### src/rtl/de_ser_pkg.sv
// Shared types, default widths and index helpers for the stream de-serializer.
package de_ser_pkg;

  // Default configuration and the widths derived from it.
  localparam int WORD_W    = 8;
  localparam int MAX_WORDS = 4;
  localparam int REG_W     = WORD_W * MAX_WORDS;
  localparam int NB_W      = $clog2(REG_W + 1);
  localparam int CNT_W     = $clog2(MAX_WORDS + 1);

  typedef enum logic [1:0] {
    IDLE,
    RUN,
    DONE
  } state_e;

  // Number of stream words needed for num_bits, capped at the buffer depth.
  function automatic int words_for_bits(input int num_bits, input int word_w,
                                        input int max_words);
    int n;
    n = (num_bits + word_w - 1) / word_w;
    if (n > max_words) n = max_words;
    return n;
  endfunction

  // Buffer word addressed by beat cnt; out-of-range beats map to word 0 so the
  // caller's part-select always stays inside the buffer.
  function automatic int word_index(input int cnt, input int n, input logic msb_first);
    if (cnt >= n) return 0;
    return msb_first ? (n - 1 - cnt) : cnt;
  endfunction

endpackage

### src/rtl/ds_beat_counter.sv
// Beat counter for one stream side: counts handshakes up to the latched word count.
module ds_beat_counter #(
  parameter int CNT_W = 3
) (
  input  logic             clk_i,
  input  logic             rst_i,
  input  logic             clr_i,
  input  logic             inc_i,
  input  logic [CNT_W-1:0] n_i,
  output logic [CNT_W-1:0] cnt_o,
  output logic             active_o,
  output logic             fin_o
);

  logic [CNT_W-1:0] cnt_q, cnt_d;

  // Next count: clear on a new command, otherwise step on each handshake.
  always_comb begin
    // NOTE: default assignment first so every path drives cnt_d and no latch is inferred.
    cnt_d = cnt_q;
    if (clr_i)      cnt_d = '0;
    else if (inc_i) cnt_d = cnt_q + 1'b1;
  end

  // Count register.
  always_ff @(posedge clk_i or posedge rst_i) begin
    // NOTE: state uses non-blocking assignments so all flops update together at the edge.
    if (rst_i) cnt_q <= '0;
    else       cnt_q <= cnt_d;
  end

  assign cnt_o    = cnt_q;
  assign active_o = (cnt_q < n_i);
  // This side will have moved all its words once the current edge has passed.
  assign fin_o    = (cnt_d == n_i);

endmodule

### src/rtl/stream_de_serializer.sv
// Word-wise serializer/deserializer: streams a latched parallel word out on a
// valid/ready TX channel while assembling an equal-length word from RX.
module stream_de_serializer
  import de_ser_pkg::state_e, de_ser_pkg::IDLE, de_ser_pkg::RUN, de_ser_pkg::DONE,
         de_ser_pkg::words_for_bits, de_ser_pkg::word_index;
#(
  parameter  int MAX_WORDS = 4,
  parameter  int WORD_W    = 8,
  localparam int REG_W     = WORD_W * MAX_WORDS,
  localparam int NB_W      = $clog2(REG_W + 1),
  localparam int CNT_W     = $clog2(MAX_WORDS + 1)
) (
  input  logic              CLK_I,
  input  logic              RST_I,
  input  logic              START_I,
  input  logic              ABORT_I,
  input  logic              MSB_FIRST_I,
  input  logic [NB_W-1:0]   NUM_BITS_I,
  input  logic [REG_W-1:0]  REG_I,
  output logic [REG_W-1:0]  REG_O,
  output logic [WORD_W-1:0] TX_DATA_O,
  output logic              TX_VALID_O,
  input  logic              TX_READY_I,
  input  logic [WORD_W-1:0] RX_DATA_I,
  input  logic              RX_VALID_I,
  output logic              RX_READY_O,
  output logic              BUSY_O,
  output logic              DONE_O
);

  state_e           state_q;
  logic [REG_W-1:0] tx_buf_q, rx_buf_q, reg_q;
  logic [CNT_W-1:0] n_q;
  logic [NB_W-1:0]  num_bits_q;
  logic             msb_first_q;

  logic [CNT_W-1:0] n_start;
  logic [CNT_W-1:0] tx_cnt, rx_cnt;
  logic             tx_active, rx_active, tx_fin, rx_fin;
  logic             run, start, tx_fire, rx_fire;
  int               tx_idx, rx_idx;
  logic [REG_W-1:0] rx_buf_d, mask;

  assign n_start = CNT_W'(words_for_bits(int'(NUM_BITS_I), WORD_W, MAX_WORDS));
  assign run     = (state_q == RUN);
  assign start   = (state_q == IDLE) && START_I;
  assign tx_fire = run && tx_active && TX_READY_I;
  assign rx_fire = run && rx_active && RX_VALID_I;

  ds_beat_counter #(.CNT_W(CNT_W)) u_tx_cnt (
    .clk_i(CLK_I), .rst_i(RST_I), .clr_i(start), .inc_i(tx_fire), .n_i(n_q),
    .cnt_o(tx_cnt), .active_o(tx_active), .fin_o(tx_fin)
  );

  ds_beat_counter #(.CNT_W(CNT_W)) u_rx_cnt (
    .clk_i(CLK_I), .rst_i(RST_I), .clr_i(start), .inc_i(rx_fire), .n_i(n_q),
    .cnt_o(rx_cnt), .active_o(rx_active), .fin_o(rx_fin)
  );

  // Word addressing, RX buffer with the current beat merged in, and result mask.
  always_comb begin
    tx_idx   = word_index(int'(tx_cnt), int'(n_q), msb_first_q);
    rx_idx   = word_index(int'(rx_cnt), int'(n_q), msb_first_q);
    rx_buf_d = rx_buf_q;
    if (rx_fire) rx_buf_d[rx_idx*WORD_W +: WORD_W] = RX_DATA_I;
    mask = '0;
    for (int i = 0; i < REG_W; i++) mask[i] = (i < int'(num_bits_q));
  end

  // Control FSM with the TX/RX buffers and the result register.
  always_ff @(posedge CLK_I or posedge RST_I) begin
    if (RST_I) begin
      // NOTE: the buffers are small and must read back as zero after reset, so they are reset too.
      state_q     <= IDLE;
      tx_buf_q    <= '0;
      rx_buf_q    <= '0;
      reg_q       <= '0;
      n_q         <= '0;
      num_bits_q  <= '0;
      msb_first_q <= 1'b0;
    end else begin
      case (state_q)
        IDLE: begin
          if (START_I) begin
            tx_buf_q    <= REG_I;
            rx_buf_q    <= '0;
            n_q         <= n_start;
            num_bits_q  <= NUM_BITS_I;
            msb_first_q <= MSB_FIRST_I;
            if (n_start == '0) begin
              reg_q   <= '0;
              state_q <= DONE;
            end else begin
              state_q <= RUN;
            end
          end
        end
        RUN: begin
          if (ABORT_I) begin
            state_q <= IDLE;
          end else begin
            rx_buf_q <= rx_buf_d;
            if (tx_fin && rx_fin) begin
              reg_q   <= rx_buf_d & mask;
              state_q <= DONE;
            end
          end
        end
        DONE:    state_q <= IDLE;
        default: state_q <= IDLE;
      endcase
    end
  end

  assign REG_O      = reg_q;
  assign BUSY_O     = run;
  assign DONE_O     = (state_q == DONE);
  assign TX_VALID_O = run && tx_active;
  assign RX_READY_O = run && rx_active;
  assign TX_DATA_O  = TX_VALID_O ? tx_buf_q[tx_idx*WORD_W +: WORD_W] : '0;

endmodule

### config.mk
export PLATFORM = sky130hd
export DESIGN_NAME = stream_de_serializer
export DESIGN_NICKNAME = d
export VERILOG_FILES = /design/src/rtl/de_ser_pkg.sv /design/src/rtl/ds_beat_counter.sv /design/src/rtl/stream_de_serializer.sv
export SDC_FILE = /design/constraint.sdc
export NUM_CORES = 1
export LEC_CHECK = 0
export ABC_AREA = 1
export CAP_MARGIN = 10
export CORE_MARGIN = 1.5
export CORE_UTILIZATION = 45
export CTS_BUF_LIST = sky130_fd_sc_hd__clkbuf_16
export DETAILED_ROUTE_END_ITERATION = 8
export PLACE_DENSITY = 0.73
export SLEW_MARGIN = 0
export SYNTH_ARGS = -nofsm -noshare
export SYNTH_HDL_FRONTEND = slang
export SYNTH_SLANG_ARGS = --single-unit
export TNS_END_PERCENT = 1
### constraint.sdc
create_clock -name CLK_I -period 11.6 [get_ports CLK_I]
set_clock_uncertainty 0.15 [all_clocks]
set_input_delay 2.32 -clock CLK_I [delete_from_list [all_inputs] [get_ports CLK_I]]
set_output_delay 2.32 -clock CLK_I [all_outputs]
set_load 0.005 [all_outputs]
==> metrics.cfg <==
[outcome]
run_status=finished, final reports clean

[logic_synthesis]
ys_ff_latch=114
syn-instance-count=922
synthTopCellsByArea=dfrtp_1 (41%), nand2_1 (16%), o21ai_0 (6.1%)
synthesis.area_mm2=0.00689
synth_compound_gate_area_share=0.131
post-synth-top-area-cell=dfrtp_1
postSynthAreaPerCell_um2=7.47
post_synth_most_frequent_cells=nand2_1 (286), dfrtp_1 (114), inv_1 (93)
synthesis.yosys.warnings=0
synth-edff-count=0
synth_top_cell_area_share=0.414
synth_async_sr_flop_share=1.00
yosysMostFrequentCell=nand2_1
muxShareOfSynthArea=0
synth-simple-area-share=0.320
synth.yosys.seq_area_share=0.414
ys.flop_type=dfrtp_1
synth_top_family_by_area=simple AND/OR/NAND/NOR gates
post_synth_fa_ha_maj_area_fraction=0.0440
post_synth_num_cell_types=43
synth_xor_xnor_area_share=0.00509
mappedNetlistNets=998

[cells_and_area]
layout-drive-gt1-share=0.0942
relative_area_change_from_synthesis_to_final_layout_pct=24.1
stdcell_count=1207
filler_cell_count=1406
diodes=0
nNetsFinal=1082

[job]
max_cap_violations=0

[global_route]
global_route.usage.total=0.245
wire_length_of_the_first_global_routing_pass_um=30900
grt_overflow=0
grt_max_degree=59
antenna_found_initial=0
first_global_vias=6197

[hold_path]
launch_instance_of_the_worst_min_delay_path=tx_buf_q[8]
hold_path_end=tx_buf_q[8]
hp-class=flop to flop
worstHoldPathCells=2

[power]
power-per-cell-area_mw_per_mm2=315
cellLeakagePower_nw=4.02
finalPower_mw=2.69
max-vdd-ir-drop_uv=234

[timing]
max-slew-margin-rel=0.300
layout_min_cycle_time_ns=6.16
max_freq_mhz=162
post_route_hold_slack_ns=0.319
post-route-period-util=0.531
worst_slew_pin_slew_ns=1.03
setup-tns-final_ns=0
worst_slack_ns=5.44
final-setup-viol-count=0
maxSlewViolCount=0
report.final.hold_viol_count=0
setup_repair_after_global_routing_missed_its_margin=no

[clock_tree]
cts_tree=done
number_of_levels_the_h_tree_was_split_into=4
clock_tree.root_cell=clkbuf_16
post_cts_buffers=0
reg_clk_slew_reported_paths_ns=0.05
maximum_root_to_sink_buffer_count=2
post_cts_gate_resize_count=0
cts-buffers-inserted=17
num_clock_sinks=114
insertion_delay_ns=0.42
postCtsHoldBufs=0

[detailed_routing]
drt_via_density=5.33
route.detailed.wl_per_inst_um=15.3
route.antenna.remaining_nets=0
detailedRoute.firstPassIterationCount=8
via_count=6438
drt_iter0_markers=521
drcViolationCount=0
wirelength_um=18400

[worst_setup_path]
timing.critical_path.required_ns=9.13
critPathCaptureType=output pin
worstPathBufferInverterCount=3
worst_path_cell_chain=inv_1, ha_1, fa_1, or2_2, a21oi_2, inv_1, a21oi_1, o21ai_0, a21oi_1, clkdlybuf4s50_1
worstPathMaxFanout=9
setup.worst_path.class=flop to output pin
critPathLaunchType=flop
worst_path_largest_cell_delay_ns=0.52
timing.critical_path.arrival_ns=3.69
timing.critical_path.depth=10
worst_path_dominant_cell_family=buffers and inverters
critical_path.slowest_cell=clkdlybuf4s50_1
reg2reg_from=n_q[2]
reg2regPathDepth=21
reg2reg_setup_slack_ns=7.19
r2r-end=rx_buf_q[14]

[placed_design]
place.gp.congestion=0.874
pre_cts_slack_ns=5.66
io_buffers=96
hpwlAfterDp_um=13300
placed_cells=1175

[floorplan]
floorplan.io_pins=97
die_height_um=127
floorplan.initialDensity=0.456
die_width_um=127
floorplan.rows=45
die_area_mm2=0.0161
placeableCoreArea_mm2=0.0151

[sequential cells by signal, summed over array words and instances, names as in the netlist]
signal          count
REG_O              32
msb_first_q         1
n_q                 3
num_bits_q          6
rx_buf_q           32
state_q             2
tx_buf_q           32
u_rx_cnt.cnt_o      3
u_tx_cnt.cnt_o      3
[routing by layer]
metal / GRT usage / vias up / wire, µm
met3: 0.0675 / 28 / 1450
met4: 0.0842 / 0 / 364
met5: 0 / - / 0
met1: 0.331 / 2966 / 8320
li1: - / 3165 / -
met2: 0.380 / 279 / 8290
[placed cells by master, fill, tap and decap left out, types with 2 or more instances in the layout]
| cell type | n |
|---|---|
| a21oi_1 | 35 |
| a21oi_2 | 7 |
| buf_4 | 4 |
| bufinv_16 | 5 |
| clkbuf_16 | 17 |
| clkdlybuf4s50_1 | 96 |
| clkinv_1 | 4 |
| clkinv_2 | 6 |
| dfrtp_1 | 114 |
| fa_1 | 2 |
| ha_1 | 21 |
| inv_1 | 94 |
| inv_2 | 9 |
| inv_4 | 2 |
| nand2_1 | 286 |
| nand2_2 | 8 |
| nand2_4 | 5 |
| nand3_1 | 69 |
| nand3_2 | 9 |
| nand3b_1 | 5 |
| nand4_1 | 24 |
| nor2_1 | 44 |
| nor2_2 | 7 |
| nor2_4 | 5 |
| nor2_8 | 3 |
| nor3_2 | 2 |
| o211ai_1 | 3 |
| o211ai_2 | 2 |
| o21ai_0 | 84 |
| o21ai_1 | 31 |
| o31ai_1 | 2 |
| xor2_1 | 3 |
[where the power goes]
group | switching [mW] | internal [mW] | leakage (nW)
combinational | 1.06 | 0.499 | 2.20
clock | 0.182 | 0.375 | 0.314
sequential | 0.0740 | 0.503 | 1.50
total | 1.31 | 1.38 | 4.02
[worst min-delay path, cell delays in order (launching register included)]
cell and delay [ns]:
dfrtp_1 0.33, nand2_1 0.05, nand2_1 0.05
[kinds of logic after synthesis]
kind of cell / Yosys count
AOI/OAI and AO/OA: 167
xor gates and xnor gates: 4
adders and majority gates: 23
buffers and inverters: 141
DFF: 114
and+or+nand+nor: 473
[per-stage QoR]
stage / area [µm²] / utilization
2_1_floorplan: 6890 / -
3_3_place_gp: 7930 / 0.525
3_5_place_dp: 7930 / 0.525
4_1_cts: 8550 / 0.567
5_1_grt: 8550 / 0.567
6_report: 8550 / 0.567
[worst max path at each step]
stage,startpoint,end,slack (ns)
2_1_floorplan,RST_I,REG_O[0],6.11
3_3_place_gp,START_I,REG_O[6],5.77
3_5_place_dp,START_I,REG_O[23],5.66
4_1_cts,n_q[0],TX_DATA_O[2],5.44
5_1_grt,n_q[0],TX_DATA_O[3],5.22
6_report,n_q[0],TX_DATA_O[7],5.44
[cell type report]
cell class,count,area [µm²],share of cell area
Sequential cell,114,2850,0.334
Clock buffer,17,425,0.0498
Multi-Input combinational cell,667,3440,0.403
Clock inverter,15,198,0.0231
Inverter,106,404,0.0473
Timing Repair Buffer,100,991,0.116
Tap cell,188,235,0.0275
Note: power is estimated with default switching activity, not from simulation.
